<file path="src/rtl/reg_mem_arbiter.sv">
// reg_mem_arbiter: clears reg_mem after reset, then round-robin serializes two requesters onto it
module reg_mem_arbiter #(
  parameter int DATA_WIDTH = 8,
  parameter int ADDR_BITS  = 5
) (
  input  logic                  clk,
  input  logic                  rst_n,
  input  logic                  a_req,
  input  logic                  a_we,
  input  logic [ADDR_BITS-1:0]  a_addr,
  input  logic [DATA_WIDTH-1:0] a_wdata,
  output logic                  a_ack,
  output logic [DATA_WIDTH-1:0] a_rdata,
  input  logic                  b_req,
  input  logic                  b_we,
  input  logic [ADDR_BITS-1:0]  b_addr,
  input  logic [DATA_WIDTH-1:0] b_wdata,
  output logic                  b_ack,
  output logic [DATA_WIDTH-1:0] b_rdata,
  output logic [ADDR_BITS-1:0]  mem_addr,
  output logic [DATA_WIDTH-1:0] mem_din,
  output logic                  mem_wen,
  input  logic [DATA_WIDTH-1:0] mem_dout,
  output logic                  init_done
);
  typedef enum logic [2:0] {INIT, IDLE, ACCESS, RD_CAP, DONE} state_t;
  state_t               state;
  logic [ADDR_BITS:0]   cnt;
  logic                 prio;
  logic                 sel;
  logic                 we_l;
  logic                 grant_b;
  // B wins when it requests alone or when it holds priority (prio=1 means B)
  assign grant_b = b_req && (!a_req || prio);
  // clear sequence, arbitration and memory access sequencing with registered outputs
  always_ff @(posedge clk or negedge rst_n) begin
    if (!rst_n) begin
      state     <= INIT;
      cnt       <= '0;
      prio      <= 1'b0;
      sel       <= 1'b0;
      we_l      <= 1'b0;
      a_ack     <= 1'b0;
      b_ack     <= 1'b0;
      a_rdata   <= '0;
      b_rdata   <= '0;
      mem_addr  <= '0;
      mem_din   <= '0;
      mem_wen   <= 1'b0;
      init_done <= 1'b0;
    end else begin
      a_ack <= 1'b0;
      b_ack <= 1'b0;
      case (state)
        INIT: begin
          if (cnt[ADDR_BITS]) begin
            mem_wen   <= 1'b0;
            init_done <= 1'b1;
            state     <= IDLE;
          end else begin
            mem_wen  <= 1'b1;
            mem_din  <= '0;
            mem_addr <= cnt[ADDR_BITS-1:0];
            cnt      <= cnt + (ADDR_BITS+1)'(1);
          end
        end
        IDLE: begin
          if (a_req || b_req) begin
            sel      <= grant_b;
            prio     <= !grant_b;
            we_l     <= grant_b ? b_we : a_we;
            mem_wen  <= grant_b ? b_we : a_we;
            mem_addr <= grant_b ? b_addr : a_addr;
            mem_din  <= grant_b ? b_wdata : a_wdata;
            state    <= ACCESS;
          end
        end
        ACCESS: begin
          mem_wen <= 1'b0;
          if (we_l) begin
            a_ack <= !sel;
            b_ack <= sel;
            state <= DONE;
          end else begin
            state <= RD_CAP;
          end
        end
        RD_CAP: begin
          if (sel) b_rdata <= mem_dout;
          else a_rdata <= mem_dout;
          a_ack <= !sel;
          b_ack <= sel;
          state <= DONE;
        end
        DONE: state <= IDLE;
        default: state <= INIT;
      endcase
    end
  end
endmodule
</file>
<file path="config.mk">
export PLATFORM = sky130hd
export DESIGN_NAME = reg_mem_arbiter
export DESIGN_NICKNAME = d
export VERILOG_FILES = /design/src/rtl/reg_mem_arbiter.sv
export SDC_FILE = /design/constraint.sdc
export NUM_CORES = 1
export LEC_CHECK = 0
export ABC_AREA = 1
export CAP_MARGIN = 20
export CORE_MARGIN = 8
export CORE_UTILIZATION = 48
export CTS_CLUSTER_SIZE = 30
export DETAILED_ROUTE_END_ITERATION = 7
export PLACE_DENSITY = 0.92
export SYNTH_ARGS = -nofsm -noshare
export SYNTH_HDL_FRONTEND = slang
export SYNTH_SLANG_ARGS = --single-unit
</file>
<file path="constraint.sdc">
create_clock -name clk -period 2.9 [get_ports clk]
set_input_delay 0.725 -clock clk [delete_from_list [all_inputs] [get_ports clk]]
set_output_delay 0.725 -clock clk [all_outputs]
set_load 0.01 [all_outputs]
</file>
## Word level (Yosys, flattened, before mapping)

Cells that the tools add are included.

- Register bits: 45
- Bits in latches: 0
- RAM bits: 0
- Memory bits (read-only): 0
- Bits of input ports: 40
- Output and inout bits: 33
- Memories: 0

- Add/sub/neg operators: 1
- Multiply operators: 0
- Divide/modulo/power cells: 0
- $lt $le $gt $ge: 0
- Equality and inequality tests: 7
- Shift-type cells: 0
- Mux-type cells: 21
- Bitwise logic cells: 2
- Reduce and logical (&&, ||, !) cells: 17

Operators by type and width:

| operator | number |
|---|---|
| $mux W8 | 3 |
| $pmux W8 S2 | 1 |
| $mux W5 | 3 |
| $pmux W3 S5 | 1 |
| $reduce_and A2 Y1 | 7 |
| $pmux W5 S2 | 1 |
| $mux W3 | 3 |
| $add A6 B1 Y6 const B | 1 |
| $eq A3 B2 Y1 const B | 2 |
| $mux W6 | 1 |
| $ne A2 B2 Y1 const B | 3 |
| $mux W1 | 5 |
| $pmux W1 S2 | 2 |
| $eq A3 B1 Y1 const B | 1 |
| $eq A3 B3 Y1 const B | 1 |
| $logic_not A1 Y1 | 3 |
| $logic_not A3 Y1 | 1 |
| $pmux W1 S3 | 1 |
| $reduce_and A3 Y1 | 1 |
| $reduce_bool A3 Y1 | 1 |
| $logic_or A1 B1 Y1 | 2 |
| $not A1 Y1 | 2 |
| $reduce_bool A2 Y1 | 1 |
| $logic_and A1 B1 Y1 | 1 |

## Longest topological paths before layout

Gate-level depths: netlist (run 1).

- Word-level depth: 6
- Depth in mapped cells: 9

## Worst setup path after synthesis (run 1)

No wires, ideal clock.

- Path kind: in2reg
- Start point: in b_req
- End point: reg mem_din[5]
- Data arrival time: 1480 ps
- Data required time: 2776 ps
- Slack: 1296 ps
- Cell stages on the path: 6
- Path buffers: 2
- Path through: buf_2 nand2_1 clkbuf_1 nand2_1 o211ai_1 nand2_1

- Longest elaborated chain between the ends: 4

RTL lines:

| element | line | RTL |
|---|---|---|
| start: declaration | 14 | `input logic b_req,` |
| $logic_and A1 B1 Y1 | 34 | `assign grant_b = b_req && (!a_req \|\| prio);` |
| $mux W8 | 74 | `mem_din <= grant_b ? b_wdata : a_wdata;` |
| $mux W8 | 68 | `if (a_req \|\| b_req) begin` |
| $pmux W8 S2 | 54 | `case (state)` |
| end signal: assignment | 74 |  |
| end: declaration | 21 | `output logic [DATA_WIDTH-1:0] mem_din,` |

Parallel ways exist; a longest one is shown, timed or not. The select of a mux whose other input is x is not followed.
A chain may end at the register's enable or synchronous reset.

## Worst setup path in the final report (run 1)

- Start point: in a_req
- End point: reg mem_wen

- Longest elaborated chain between the ends: 6

RTL lines:

| element | line | RTL |
|---|---|---|
| start: declaration | 8 | `input logic a_req,` |
| $logic_not A1 Y1 | 34 |  |
| $logic_or A1 B1 Y1 | 34 |  |
| $logic_and A1 B1 Y1 | 34 |  |
| $mux W1 | 72 | `mem_wen <= grant_b ? b_we : a_we;` |
| $mux W1 | 68 |  |
| $pmux W1 S3 | 54 |  |
| end signal: assignment | 72 |  |
| end: declaration | 22 | `output logic mem_wen,` |

Parallel ways exist; a longest one is shown, timed or not. The select of a mux whose other input is x is not followed.

==> flow_metrics.tcl, run 1 <==
set metrics [dict create \
    cts_tree "built" \
    groute.usage.overall 0.162 \
    p_int_mw 1.89 \
    cts_num_sinks 45 \
    crit_top_cell "nand2_1" \
    wire_per_inst_um 13.7 \
    hpwl_um 4010 \
    die_x_um 82.3 \
    initial_utilization 0.491 \
    insertion_delay_ns 0.30 \
    cp_cell_sequence "clkdlybuf4s50_1, nand2_1, nand2_1, nand2_1, nand3_1, nand2_1, nand2_1, nand2_1" \
    cp.required_ns 3.09 \
    yosys.cell_types.count 25 \
    synth_top_flop_cell "dfrtp_1" \
    path_buf_inv 1 \
    synth_top_area_share 0.534 \
    hold_viol 0 \
    netSwitchingPower_mw 1.15 \
    pwr-share-seq 0.365 \
    criticalPathCategory "in2reg" \
    drive_gt1_frac 0.0606 \
    wirelength_um 5220 \
    cp.arrival_ns 2.35 \
    slew_headroom 0.356 \
    finClkSkew_ns 0.00944 \
    cellPowerDensity_mw_per_mm2 1030 \
    synth_cells 257 \
    p_leak_nw 1.52 \
    fillers 319 \
    die_area_sq_mm 0.00677 \
    ys_top_cells_by_count "88 x nand2_1, 45 x dfrtp_1, 40 x inv_1, 21 x o21ai_0, 17 x nand3_1" \
    yosysTopAreaCell "dfrtp_1" \
    die_y_um 82.3 \
    p_sw_frac 0.378 \
    cts_resized 0 \
    area_growth_pct 40.7 \
    synth_edf_count 0 \
    grt_pass1_wl_um 8560 \
    rsz0062_at_grt "no" \
    cpPeakStageDelay_ns 0.55 \
    ys_seq_area_frac 0.534 \
    final-instance-count-excl-fill 382 \
    row_count 24 \
    clock_path_buffers 2 \
    nNetsFinal 370 \
    cts_hold_buf 0 \
    dr.pass1.iters 4 \
    gp_congestion 0.929 \
    setup_viol 0 \
    ir_worst_vdd_mv 0.521 \
    clk_pin_slew_ns 0.09 \
    setup_tns_ns 0 \
    cp-end-kind "flop" \
    status "completed" \
    root_buffer "clkbuf_8" \
    grt.overflow.total 0 \
    max_freq_mhz 463 \
    clkPwrFrac 0.160 \
    antenna_found_initial 0 \
    critical_path.top_delay_family "simple AND/OR/NAND/NOR gates" \
    drv_slew 0 \
    cts_setup_buffers 0 \
    synth.area.top_cells "dfrtp_1 53%, nand2_1 16%, inv_1 7.1%" \
    synth-seq-cells 45 \
    portBuffers 72 \
    min_delay_path_depth 1 \
    ioPinCount 73 \
    combPwrFrac 0.475 \
    antenna-diode-count 0 \
    cap_violations 0 \
    yosysWarnings 0 \
    cp_max_fo 23 \
    vias_per_cell 4.93 \
    whs_ns 0.455 \
    synth.net_count 298 \
    synthMostInstantiatedCell "nand2_1" \
    min_period_ns 2.16 \
    fin_crit_sh 0.745 \
    r2r_cells 8 \
    cts_buffers 5 \
    postSynth.asyncResetShare 1.00 \
    grt_pass1_vias 1882 \
    crit_path_start_kind "primary input" \
    fp.coreArea_sq_mm 0.00429 \
    h-tree-depth 2 \
    drc_errors 0 \
    drt_iter0_drc 121 \
    num_vias 1885 \
    worst_pin_slew_ns 0.967 \
    synth_area_sq_mm 0.00211 \
    cp.depth 8 \
    grt_max_degree 46 \
    drtAntennaViolNets 0 \
    place_inst 374 \
    syn_area_per_cell_sq_um 8.21 \
    crit_path_top_delay_cell "nand2_1" \
    min_path_type "reg2reg" \
]
-- power groups by stage --
stage | clock network [mW] | logic (mW) | registers (mW)
after detailed placement | 0 | 1.46 | 1.12
after floorplan | 0 | 0.703 | 1.20
after global placement | 0 | 1.41 | 1.11
final | 0.487 | 1.45 | 1.11
after CTS | 0.499 | 1.47 | 1.11
after global routing | 0.524 | 1.61 | 1.15
-- cells by family after synthesis --
group,Yosys count,synth area share
simple gates,121,0.249
buf+inv,51,0.101
flops,45,0.534
compound gates,36,0.0985
xor+xnor,3,0.0125
fa+ha+maj,1,0.00593
-- path summary, 6_finish.rpt --
check                      slack [ns]   from          end
min in group asynchronous        0.58  rst_n   a_rdata[3]
min reg2reg                      0.46    sel        a_ack
min                              0.46    sel        a_ack
max                              0.74  a_req      mem_wen
max reg2reg                      1.28   prio      mem_wen
max in group asynchronous        1.72  rst_n  mem_addr[1]
-- layout make-up --
class / instances / area [sq um] / area share
clock buffer: 6 / 82.6 / 0.0278
inverter: 44 / 170 / 0.0573
sequential: 45 / 1130 / 0.379
clock inverter: 2 / 37.5 / 0.0126
multi-input combinational: 161 / 771 / 0.260
timing repair buffer: 72 / 716 / 0.241
tap: 52 / 65.1 / 0.0219
-- flip-flops by register name (all words and copies together), names as in the netlist, 3 cells and up --
| signal | flops |
|---|---|
| a_rdata | 8 |
| b_rdata | 8 |
| mem_din | 8 |
| cnt | 6 |
| mem_addr | 5 |
| state | 3 |
-- per-stage QoR --
stage | instance area [sq um] | worst slack [ns] | total power [mW] | utilization
global placement | 2850 | 0.499 | 2.52 | 0.663
floorplan | 2110 | 1.30 | 1.91 | -
global route | 2970 | 0.594 | 3.29 | 0.691
finish | 2970 | 0.740 | 3.05 | 0.691
CTS | 2970 | 0.775 | 3.07 | 0.691
detailed placement | 2850 | 0.441 | 2.57 | 0.663
-- cell usage in the layout, fill, tap and decap left out --
cell type	instances
nor2_8	1
nand3_2	1
nand2_2	2
bufinv_16	1
inv_4	2
nand3_1	17
nand2_1	88
nand4_1	1
o211ai_1	8
inv_2	2
inv_1	40
nor2_1	7
clkdlybuf4s50_1	71
o21bai_1	3
nor2_2	1
a21oi_1	4
clkbuf_8	6
buf_2	1
o21ai_0	21
xor2_1	1
nor3_1	1
ha_1	1
xnor2_1	2
dfrtp_1	45
nand2_4	2
clkinvlp_4	1
-- worst register-to-register path, delay by kind of cell, from the launching register on --
kind	cells	cell delay, ns
buffers and inverters	1	0.07
DFF	1	0.37
and+or+nand+nor	7	1.11
-- per-layer routing --
| layer | vias to the layer above | global-route usage | wire, um |
|---|---|---|---|
| met5 | - | 0 | 0 |
| met4 | 0 | 0.0754 | 111 |
| met2 | 68 | 0.261 | 2580 |
| li1 | 938 | - | - |
| met3 | 10 | 0.0433 | 421 |
| met1 | 869 | 0.198 | 2110 |
Power figures use the tool's default switching activity.
==> inputs of run 2 (changes only) <==
--- a/config.mk
+++ b/config.mk
@@ -8,10 +8,10 @@
 export ABC_AREA = 1
 export CAP_MARGIN = 20
 export CORE_MARGIN = 8
-export CORE_UTILIZATION = 48
+export CORE_UTILIZATION = 45
 export CTS_CLUSTER_SIZE = 30
 export DETAILED_ROUTE_END_ITERATION = 7
-export PLACE_DENSITY = 0.92
+export PLACE_DENSITY = 0.88
 export SYNTH_ARGS = -nofsm -noshare
 export SYNTH_HDL_FRONTEND = slang
 export SYNTH_SLANG_ARGS = --single-unit
==> constraint.sdc (replaced) <==
create_clock -name clk -period 2.18 [get_ports clk]
set_input_delay 0.545 -clock clk [delete_from_list [all_inputs] [get_ports clk]]
set_output_delay 0.545 -clock clk [all_outputs]
set_load 0.01 [all_outputs]
==> run 2 against run 1 <==
Worst setup slack worse by 0.33 ns. Clock-buffer cell count shrank 1. Sequential power up 32%. Register-to-register slack lost 0.67 ns. Clock skew fell by 0.0067 ns. Cell count increased by 1.0%. Die area is 5.3% higher. Global-route usage shrank 0.40 points. Utilization decreased by 5.3 points. Wire length is 1.7% higher.
==> flow_metrics.tcl, run 2 (synthesis results as in run 1) <==
set metrics [dict create \
    final_cell_mix "88 x nand2_1, 71 x clkdlybuf4s50_1, 45 x dfrtp_1, 40 x inv_1, 21 x o21ai_0" \
    cp.depth 1 \
    grt.met2_usage 0.264 \
    min_period_ns 1.77 \
    p_leak_nw 1.52 \
    grt_pass1_vias 1897 \
    fin_crit_sh 0.813 \
    ir_worst_vdd_mv 0.498 \
    r2r_start "state[2]" \
    clk_pin_slew_ns 0.08 \
    hold_viol 0 \
    h-tree-depth 2 \
    drv_slew 0 \
    fillers 398 \
    cts_tree "built" \
    die_area_sq_mm 0.00713 \
    cap_violations 0 \
    cp.required_ns 1.63 \
    grt_pass1_wl_um 9060 \
    drtAntennaViolNets 0 \
    insertion_delay_ns 0.29 \
    r2r_cells 7 \
    drive_gt1_frac 0.0663 \
    cp-end-kind "primary output" \
    fp.coreArea_sq_mm 0.00463 \
    path_buf_inv 1 \
    cts_hold_buf 0 \
    nNetsFinal 374 \
    area_growth_pct 40.0 \
    cts_setup_buffers 0 \
    min_path_type "in2async" \
    vias_per_cell 4.83 \
    die_x_um 84.5 \
    max_freq_mhz 565 \
    critical_path.top_delay_family "buffers and inverters" \
    finClkSkew_ns 0.00269 \
    cp.arrival_ns 1.23 \
    final_common_cell "nand2_1" \
    worst_pin_slew_ns 0.560 \
    dr.pass1.iters 4 \
    clock_path_buffers 2 \
    num_vias 1864 \
    drc_errors 0 \
    antenna_found_initial 0 \
    cts_buffers 5 \
    stdcell_area_sq_mm 0.00295 \
    root_buffer "clkbuf_8" \
    cp_max_fo 2 \
    ioPinCount 73 \
    portBuffers 72 \
    cpPeakStageDelay_ns 0.55 \
    crit_path_top_delay_cell "clkdlybuf4s50_1" \
    setup_viol 0 \
    status "completed" \
    final_util 0.638 \
    die_y_um 84.5 \
    power_mw 3.89 \
    grt.overflow.total 0 \
    row_count 25 \
    initial_utilization 0.456 \
    grt_max_degree 46 \
    hpwl_um 4160 \
    cts_resized 0 \
    groute.usage.overall 0.158 \
    rr_endpoint "mem_din[4]" \
    reg2reg_slack_ns 0.61 \
    cellPowerDensity_mw_per_mm2 1320 \
    criticalPathCategory "reg2out" \
    rsz0062_at_grt "no" \
    drt_iter0_drc 110 \
    setup_tns_ns 0 \
    crit_path_start_kind "flop" \
    antenna-diode-count 0 \
    wire_per_inst_um 13.8 \
    grt_use_met1 0.189 \
    dpl_cell_area_sq_mm 0.00288 \
    cp_cell_sequence "clkdlybuf4s50_1" \
    wirelength_um 5310 \
    gp_congestion 0.803 \
    largestRegisters "a_rdata x8, b_rdata x8, mem_din x8" \
    use_met3 0.0449 \
    grt.busiest_layer "met2" \
    slew_headroom 0.627 \
    cts_num_sinks 45 \
]
==> run 2: metrics by stage <==
stage	setup slack [ns]	hold slack [ns]	instances
after floorplan	0.756	0.249	257
after global placement	0.252	0.444	380
after detailed placement	0.196	0.465	380
after CTS	0.393	0.342	386
after global routing	0.360	0.361	386
final	0.409	0.330	386
==> run 2: area by class of cell <==
type                            instances  area, sq um  area share
Inverter                               44          170      0.0576
Timing Repair Buffer                   76          746       0.252
Multi-Input combinational cell        161          771       0.261
Tap cell                               54         67.6      0.0229
Clock inverter                          1         5.00     0.00169
Sequential cell                        45         1130       0.381
Clock buffer                            5         68.8      0.0233
==> run 2: worst max path at each step <==
stage	startpoint	to	slack [ns]
6_report	mem_addr[2]	mem_addr[2]	0.41
2_1_floorplan	b_req	mem_din[5]	0.76
4_1_cts	mem_addr[2]	mem_addr[2]	0.39
3_3_place_gp	a_req	mem_din[4]	0.25
5_1_grt	a_req	mem_din[4]	0.36
3_5_place_dp	a_req	mem_din[3]	0.20
==> run 2: report_power, final <==
| part | switching, mW | internal, mW |
|---|---|---|
| clock | 0.259 | 0.211 |
| combinational | 1.02 | 0.927 |
| sequential | 0.239 | 1.23 |
==> run 2: layer usage <==
| layer | share of wire | up-vias |
|---|---|---|
| met5 | 0 | - |
| met4 | 0.017 | 0 |
| met3 | 0.061 | 9 |
| met2 | 0.49 | 52 |
| met1 | 0.43 | 859 |
| li1 | - | 944 |
==> inputs of run 3 (changes only) <==
--- a/config.mk
+++ b/config.mk
@@ -8,10 +8,10 @@
 export ABC_AREA = 1
 export CAP_MARGIN = 20
 export CORE_MARGIN = 8
-export CORE_UTILIZATION = 45
+export CORE_UTILIZATION = 41
 export CTS_CLUSTER_SIZE = 30
 export DETAILED_ROUTE_END_ITERATION = 7
-export PLACE_DENSITY = 0.88
+export PLACE_DENSITY = 0.84
 export SYNTH_ARGS = -nofsm -noshare
 export SYNTH_HDL_FRONTEND = slang
 export SYNTH_SLANG_ARGS = --single-unit
==> constraint.sdc (replaced) <==
create_clock -name clk -period 1.6 [get_ports clk]
set_input_delay 0.4 -clock clk [delete_from_list [all_inputs] [get_ports clk]]
set_output_delay 0.4 -clock clk [all_outputs]
set_load 0.01 [all_outputs]
==> run 3 against run 2 <==
Critical path depth up 7. Combinational power up 27%. Clock power up 79%. Critical endpoint is now mem_din[2]. Largest power group unchanged.
==> flow_metrics.tcl, run 3 (synthesis results as in run 1) <==
set metrics [dict create \
    nNetsFinal 378 \
    num_vias 1902 \
    slew_headroom 0.684 \
    gp_congestion 0.792 \
    reg2reg_slack_ns 0.19 \
    critical_path.top_delay_family "buffers and inverters" \
    grt_max_degree 29 \
    grt.overflow.total 0 \
    r2r_start "state[1]" \
    final_util 0.604 \
    cp_max_fo 11 \
    place_inst 400 \
    initial_utilization 0.418 \
    wire_per_inst_um 12.8 \
    power_mw 5.31 \
    h-tree-depth 2 \
    antenna-diode-count 0 \
    drc_errors 0 \
    r2r_cells 8 \
    finClkSkew_ns 0.0102 \
    cp.required_ns 1.83 \
    dp_slack_ns -0.0717 \
    die_x_um 87.7 \
    final_common_cell "nand2_1" \
    whs_ns 0.0369 \
    worst_pin_slew_ns 0.473 \
    groute.usage.overall 0.142 \
    die_area_sq_mm 0.00770 \
    drtAntennaViolNets 0 \
    highest_layer "met4" \
    dr_wl_met3_um 242 \
    setup_ws_ns 0.189 \
    fin_crit_sh 0.882 \
    met2_length_um 2690 \
    largestRegisters "a_rdata x8, b_rdata x8, mem_din x8" \
    p_leak_nw 1.67 \
    hold_viol 0 \
    antenna_found_initial 0 \
    area_growth_pct 44.4 \
    insertion_delay_ns 0.30 \
    drt_iter0_drc 72 \
    dpl_cell_area_sq_mm 0.00297 \
    grt_pass1_wl_um 8630 \
    final-instance-count-excl-fill 408 \
    crit_path_start_kind "flop" \
    cpPeakStageDelay_ns 0.42 \
    rsz0062_at_grt "no" \
    cts_buffers 5 \
    final_cell_mix "88 x nand2_1, 45 x dfrtp_1, 40 x inv_1, 38 x clkdlybuf4s50_1, 31 x dlygate4sd2_1" \
    status "completed" \
    max_freq_mhz 709 \
    vias_per_cell 4.66 \
    fillers 460 \
    wirelength_um 5240 \
    setup_tns_ns 0 \
    path_buf_inv 4 \
    clk_pin_slew_ns 0.08 \
    stdcell_area_sq_mm 0.00305 \
    row_count 26 \
    cp.arrival_ns 1.64 \
    criticalPathCategory "reg2reg" \
    root_buffer "clkbuf_8" \
    drive_gt1_frac 0.0799 \
    fp.coreArea_sq_mm 0.00504 \
    die_y_um 87.7 \
    hpwl_um 4160 \
    m1WireLength_um 2210 \
    ir_worst_vdd_mv 0.972 \
    clock_path_buffers 2 \
    setup_viol 0 \
    dr.pass1.iters 4 \
    portBuffers 72 \
    cts_setup_buffers 0 \
    cap_violations 0 \
    cellPowerDensity_mw_per_mm2 1740 \
    crit_path_top_delay_cell "dfrtp_1" \
    cp-end-kind "flop" \
    rr_endpoint "mem_din[2]" \
    min_period_ns 1.41 \
    ioPinCount 73 \
    drv_slew 0 \
    cp_cell_sequence "inv_1, nand3_2, inv_4, nand2_4, inv_1, buf_12, o211ai_1, nand2_1" \
    cts_tree "built" \
    crit_top_cell "inv_1" \
    cts_num_sinks 45 \
    min_path_type "in2async" \
    grt_pass1_vias 1920 \
]
[run 3: changes by cell type in the layout (fill, tap and decap cells not counted)]
cell	change
bufinv_16	+1
clkinv_4	+1
dlygate4sd2_1	+31
clkdlybuf4s50_1	-33
clkinv_2	-1
clkbuf_1	+1
dlymetal6s2s_1	+2
buf_4	+1
buf_12	+3
[run 3: final cells by class]
class                      instances  area [sq um]  area share
clock inverter                     2          38.8      0.0127
timing repair buffer              80           779       0.256
clock buffer                       6          72.6      0.0238
sequential                        45          1130       0.370
inverter                          44           170      0.0559
tap                               70          87.6      0.0288
multi-input combinational        161           771       0.253
[run 3: how the worst max path moves through the flow]
| stage | slack, ns | end | start | depth (start not counted) |
|---|---|---|---|---|
| final | 0.19 | mem_din[2] | state[1] | 8 |
| after global routing | 0.06 | a_rdata[1] | state[2] | 5 |
| after CTS | 0.003 | a_ack | a_ack | 1 |
| after detailed placement | -0.07 | mem_addr[3] | a_req | 9 |
| after global placement | -0.05 | mem_addr[3] | a_req | 9 |
| after floorplan | 0.29 | mem_din[0] | state[1] | 9 |
[run 3: report_power, final]
| group | switching (mW) | internal (mW) |
|---|---|---|
| Combinational | 1.38 | 1.09 |
| Clock | 0.371 | 0.469 |
| Sequential | 0.317 | 1.68 |
[run 3: what timing repair did]
item | in CTS | in global routing
gates cloned | 0 | 0
setup endpoints to repair | 31 | 2
gates resized for setup | 31 | 2
hold buffers | 0 | 0
[run 3: routing by layer]
| layer | track usage | vias to the layer above |
|---|---|---|
| li1 | - | 957 |
| met1 | 0.161 | 889 |
| met2 | 0.251 | 49 |
| met3 | 0.0263 | 7 |
| met4 | 0.0641 | 0 |
| met5 | 0 | - |
